`src/rtl/morse_encoder_tx.sv`:
```
// Morse code transmitter: takes ASCII characters over valid/ready and keys them out with unit timing.
// When a character finishes, it echoes that character in the decoder's index/data format.
`timescale 1ns/1ps
module morse_encoder_tx #(
   parameter int UNIT_CYCLES = 10000000
) (
   input  logic       clk_100Mhz,
   input  logic       reset,
   input  logic       char_valid,
   input  logic [7:0] char_ascii,
   output logic       char_ready,
   output logic       key_out,
   output logic       busy,
   output logic       err,
   output logic       echo_valid,
   output logic [2:0] echo_index,
   output logic [5:0] echo_data
);

   localparam int CW = $clog2(UNIT_CYCLES);
   localparam logic [CW-1:0] UNIT_LAST = CW'(UNIT_CYCLES - 1);

   typedef enum logic [2:0] {IDLE, MARK, GAP, CHAR_GAP, WORD_GAP} state_t;

   // Returns {len-1, pattern}. The first element is held at pattern[len-1].
   function automatic logic [5:0] lookup(input logic [4:0] idx);
      case (idx)
         5'd0:  lookup = {2'd1, 4'b0001}; // A
         5'd1:  lookup = {2'd3, 4'b1000}; // B
         5'd2:  lookup = {2'd3, 4'b1010}; // C
         5'd3:  lookup = {2'd2, 4'b0100}; // D
         5'd4:  lookup = {2'd0, 4'b0000}; // E
         5'd5:  lookup = {2'd3, 4'b0010}; // F
         5'd6:  lookup = {2'd2, 4'b0110}; // G
         5'd7:  lookup = {2'd3, 4'b0000}; // H
         5'd8:  lookup = {2'd1, 4'b0000}; // I
         5'd9:  lookup = {2'd3, 4'b0111}; // J
         5'd10: lookup = {2'd2, 4'b0101}; // K
         5'd11: lookup = {2'd3, 4'b0100}; // L
         5'd12: lookup = {2'd1, 4'b0011}; // M
         5'd13: lookup = {2'd1, 4'b0010}; // N
         5'd14: lookup = {2'd2, 4'b0111}; // O
         5'd15: lookup = {2'd3, 4'b0110}; // P
         5'd16: lookup = {2'd3, 4'b1101}; // Q
         5'd17: lookup = {2'd2, 4'b0010}; // R
         5'd18: lookup = {2'd2, 4'b0000}; // S
         5'd19: lookup = {2'd0, 4'b0001}; // T
         5'd20: lookup = {2'd2, 4'b0001}; // U
         5'd21: lookup = {2'd3, 4'b0001}; // V
         5'd22: lookup = {2'd2, 4'b0011}; // W
         5'd23: lookup = {2'd3, 4'b1001}; // X
         5'd24: lookup = {2'd3, 4'b1011}; // Y
         5'd25: lookup = {2'd3, 4'b1100}; // Z
         default: lookup = 6'd0;
      endcase
   endfunction

   state_t        state;
   logic [CW-1:0] unit_cnt;
   logic [2:0]    units_left;
   logic [3:0]    pat;
   logic [1:0]    len_m1;
   logic [1:0]    elem;

   // Clearing bit 5 folds lower case to upper case. Only the two letter ranges land in 0x41-0x5A.
   logic [7:0] up;
   logic       is_letter, is_space, unit_done, step_done;
   logic [5:0] code;
   logic [1:0] next_elem;

   assign up         = char_ascii & 8'hDF;
   assign is_letter  = (up >= 8'h41) && (up <= 8'h5A);
   assign is_space   = (char_ascii == 8'h20);
   assign code       = lookup(up[4:0] - 5'd1);
   assign unit_done  = (unit_cnt == UNIT_LAST);
   assign step_done  = unit_done && (units_left == 3'd1);
   assign next_elem  = elem - 2'd1;
   assign char_ready = (state == IDLE);
   assign busy       = ~char_ready;

   always_ff @(posedge clk_100Mhz) begin
      if (reset) begin
         state      <= IDLE;
         key_out    <= 1'b0;
         err        <= 1'b0;
         echo_valid <= 1'b0;
         echo_index <= 3'd0;
         echo_data  <= 6'd0;
         unit_cnt   <= '0;
         units_left <= 3'd0;
         pat        <= 4'd0;
         len_m1     <= 2'd0;
         elem       <= 2'd0;
      end else begin
         err        <= 1'b0;
         echo_valid <= 1'b0;
         // Shared unit timebase. A state transition below overrides units_left.
         if (state != IDLE) begin
            if (unit_done) begin
               unit_cnt <= '0;
               if (units_left != 3'd1) units_left <= units_left - 3'd1;
            end else begin
               unit_cnt <= unit_cnt + 1'b1;
            end
         end
         case (state)
            IDLE: begin
               if (char_valid) begin
                  if (is_letter) begin
                     state      <= MARK;
                     key_out    <= 1'b1;
                     len_m1     <= code[5:4];
                     pat        <= code[3:0];
                     elem       <= code[5:4];
                     units_left <= code[code[5:4]] ? 3'd3 : 3'd1;
                  end else if (is_space) begin
                     state      <= WORD_GAP;
                     units_left <= 3'd4;
                  end else begin
                     err <= 1'b1;
                  end
               end
            end
            MARK: if (step_done) begin
               key_out <= 1'b0;
               if (elem != 2'd0) begin
                  state      <= GAP;
                  units_left <= 3'd1;
               end else begin
                  state      <= CHAR_GAP;
                  units_left <= 3'd3;
               end
            end
            GAP: if (step_done) begin
               state      <= MARK;
               key_out    <= 1'b1;
               elem       <= next_elem;
               units_left <= pat[next_elem] ? 3'd3 : 3'd1;
            end
            CHAR_GAP: if (step_done) begin
               state      <= IDLE;
               echo_valid <= 1'b1;
               echo_index <= {1'b0, len_m1};
               echo_data  <= {2'b00, pat};
            end
            WORD_GAP: if (step_done) begin
               state      <= IDLE;
               echo_valid <= 1'b1;
               echo_index <= 3'b101;
               echo_data  <= 6'd0;
            end
            default: state <= IDLE;
         endcase
      end
   end

endmodule
```
`config.mk`:
```
export PLATFORM = sky130hd
export DESIGN_NAME = morse_encoder_tx
export DESIGN_NICKNAME = d
export VERILOG_FILES = /design/src/rtl/morse_encoder_tx.sv
export SDC_FILE = /design/constraint.sdc
export NUM_CORES = 1
export LEC_CHECK = 0
export CAP_MARGIN = 5
export CORE_AREA = 3 3 73 92
export DETAILED_ROUTE_END_ITERATION = 12
export DIE_AREA = 0 0 76 95
export GPL_ROUTABILITY_DRIVEN = 0
export GPL_TIMING_DRIVEN = 0
export HOLD_SLACK_MARGIN = 0.03
export PLACE_DENSITY_LB_ADDON = 0.3
export SYNTH_ARGS = -nofsm -noshare
export SYNTH_HDL_FRONTEND = slang
export SYNTH_SLANG_ARGS = --single-unit
```
`constraint.sdc`:
```
create_clock -name clk_100Mhz -period 3.8 [get_ports clk_100Mhz]
set_input_delay 0.38 -clock clk_100Mhz [delete_from_list [all_inputs] [get_ports clk_100Mhz]]
set_output_delay 0.38 -clock clk_100Mhz [all_outputs]
set_load 0.02 [all_outputs]
```
==> run_results.csv <==
group,metric,value,unit
clocking,cts_buffers,5,
clocking,cts.sinks,48,
synthesis,ys_seq_area_frac,0.3288,
sta,finalSetupViolations,0,
place,place_ws,0.2557,ns
clocking,clk_latency,0.30,ns
clocking,cts_root_buffer,"clkbuf_8",
die,initial_core_util,0.4990,
min_path,hold_path_class,"primary input to flop",
worst_setup_path,path_cells,"clkdlybuf4s50_1, inv_1, ha_1, nor3b_2, xnor2_1, mux4_2, a21oi_2, mux2i_1, mux2_2, a22o_1",
worst_setup_path,worst-setup-path-type,"primary input to flop",
sta,drv_slew,0,
worst_setup_path,arrival,3.43,ns
place,portBuffers,19,
die,design.die.area,7220,µm²
grt,grt_max_degree,17,
status,status,"finished, final reports clean",
synthesis,synth_warnings,0,
synthesis,synth-edff-count,0,
sta,setup_tns,0,ns
cells_and_area,drive_gt1_frac,0.09278,
job,drv_cap,0,
synthesis,ys_top_cells_by_count,"nor2_1, dfxtp_1, nand2_1, a21oi_1, nand3_1",
detailed_routing,ant_nets,0,
die,die_w,76,µm
cells_and_area,regArea,960.9,µm²
sta,tightest_slew,0.8359,ns
clocking,cts_max_level,2,
worst_setup_path,cp_top_family,"buffers and inverters",
synthesis,yosysTopAreaCell,"dfxtp_1",
cells_and_area,multiInputGateArea,1815,µm²
sta,rsz0062_at_grt,"false",
grt,grt_pass1_vias,2489,
grt,grt_usage,0.1795,
worst_setup_path,cp_slowest_cell,"clkdlybuf4s50_1",
cells_and_area,num_antenna_cells,0,
grt,overflow,0,
cells_and_area,nFillCells,556,
detailed_routing,drc,0,
worst_setup_path,startpoint_type,"primary input",
die,die_y,95,µm
detailed_routing,vias,2607,
grt,grt_pass1_wl,10760,µm
clocking,clockBufferDepth,2,
synthesis,synthDistinctLibCells,64,
detailed_routing,vias_per_cell,5.547,
sta,finalWorstSetupSlack,0.5688,ns
clocking,ctsResizeCount,0,
sta,relSlewSlack,0.4389,
power,leakagePower,1.199,nW
worst_setup_path,required,4.00,ns
die,rows,31,
detailed_routing,drtIter0Drc,78,
power,powerDensity,331.5,nW/µm²
synthesis,syn_area,2923,µm²
cells_and_area,num-nets-final,409,
synthesis,synth_seq_cells,48,
synthesis,synth.avg_cell_area,8.119,µm²
cells_and_area,area_growth,14.85,%
clocking,clk_pin_slew,0.09,ns
synthesis,yosysMostFrequentCell,"nor2_1",
worst_setup_path,cp_max_fo,9,
detailed_routing,wl_per_cell,13.52,µm
synthesis,synth_area_leaders,"dfxtp_1, nor2_1, ha_1",
place,place.detailed.hpwl,4779,µm
synthesis,ys.flop_type,"dfxtp_1",
detailed_routing,dr.pass1.iters,5,
worst_setup_path,slowest_delay,0.69,ns
detailed_routing,routed_wl,6354,µm
power,power,0.001113,W
die,core,5857,µm²
clocking,cts_setup_buffers,0,
worst_setup_path,worst-path-buf-inv,2,
sta,timing.fmax,309.5,MHz
die,io_pins,25,
clocking,ctsHoldBuffers,0,
grt,antenna_found_initial,0,
synthesis,syn_inst,360,
sta,post-route-min-period,3.231,ns
sta,hold_viol_final,0,
sta,post-route-period-util,0.8503,
clocking,cts_tree,"yes",
worst_setup_path,end_kind,"flop",
power,ir_drop,0.1558,mV
synthesis,yosysTopAreaCellShare,0.3288,
cells_and_area,final_core_util,0.5732,
sta,fin_skew,0.006306,ns
synthesis,async_flop_share,0,
[final timing paths]
path	slack, ns	to	depth (start not counted)	start
setup / recovery	0.57	units_left[1]	10	char_ascii[0]
hold reg to reg	0.45	echo_index[2]	2	echo_index[2]
hold / removal	0.45	err	3	char_valid
setup reg to reg	1.37	unit_cnt[23]	9	state[0]
[cells by family after synthesis]
| kind of cell | after synthesis | share of synthesized area |
|---|---|---|
| compound gates | 64 | 0.1477 |
| flops | 48 | 0.3288 |
| fa+ha+maj | 12 | 0.05051 |
| xor+xnor | 28 | 0.08391 |
| mux | 9 | 0.04024 |
| simple gates | 166 | 0.2962 |
| buf+inv | 32 | 0.05137 |
| other cells | 1 | 0.001283 |
[routing by layer]
layer	part of all wire	GRT usage	wire, µm	vias up
li1	-	-	-	1322
met1	0.42	0.1894	2663	1237
met2	0.55	0.3543	3467	40
met3	0.021	0.02863	136	8
met4	0.014	0.07402	87	0
met5	0	0	0	-
[power by group]
part | switching [W] | total [W] | internal (W)
Sequential | 0.00000533 | 0.000516 | 0.000510
Combinational | 0.0000897 | 0.000154 | 0.0000644
Clock | 0.000178 | 0.000443 | 0.000265
[worst reg2reg max path: cells and delay by family (launching register included)]
kind,cells,cell delay (ns)
xor gates and xnor gates,1,0.14
buffers and inverters,2,0.45
DFF,1,0.31
and+or+nand+nor,6,1.44
[placed cells by master (no fill, tap or decap), types with 4 or more instances in the layout]
| cell type | synthesis | layout |
|---|---|---|
| nor2_1 | 50 | 50 |
| dfxtp_1 | 48 | 48 |
| nand2_1 | 32 | 32 |
| a21oi_1 | 22 | 22 |
| clkdlybuf4s50_1 | 0 | 19 |
| nand3_1 | 16 | 16 |
| xor2_1 | 14 | 14 |
| xnor2_1 | 14 | 14 |
| nand4_1 | 12 | 12 |
| nor3_1 | 12 | 12 |
| ha_1 | 11 | 11 |
| inv_1 | 10 | 10 |
| buf_2 | 9 | 9 |
| a211oi_1 | 7 | 7 |
| clkbuf_1 | 6 | 6 |
| o21ai_0 | 6 | 6 |
| and2_1 | 6 | 6 |
| mux2i_1 | 5 | 5 |
| clkbuf_8 | 0 | 5 |
| nor4_1 | 4 | 4 |
| nor2b_1 | 4 | 4 |
[state kept, by name, summed over array words and instances, names as in the netlist]
signal and cells:
units_left 3, len_m1 2, unit_cnt 24, err 1
elem 2, echo_index 3, state 3, pat 4
echo_data 4, key_out 1, echo_valid 1
[area by class of cell]
class                   count  area share
well taps                  82     0.03056
plain buffers              21     0.03243
clock inverters             3     0.02050
multi-input cells         281      0.5408
clock buffers               5     0.02050
repair buffers             19     0.05665
flip-flops and latches     48      0.2862
inverters                  11     0.01230
[through the flow]
step / cell area, µm² / hold WS [ns] / std cells
2_1_floorplan: 2927 / 0.4402 / 361
3_3_place_gp: 3219 / 0.4418 / 462
3_5_place_dp: 3219 / 0.4448 / 462
4_1_cts: 3357 / 0.4470 / 470
5_1_grt: 3357 / 0.4855 / 470
6_report: 3357 / 0.4464 / 470
Note: power is estimated with default switching activity, not from simulation.
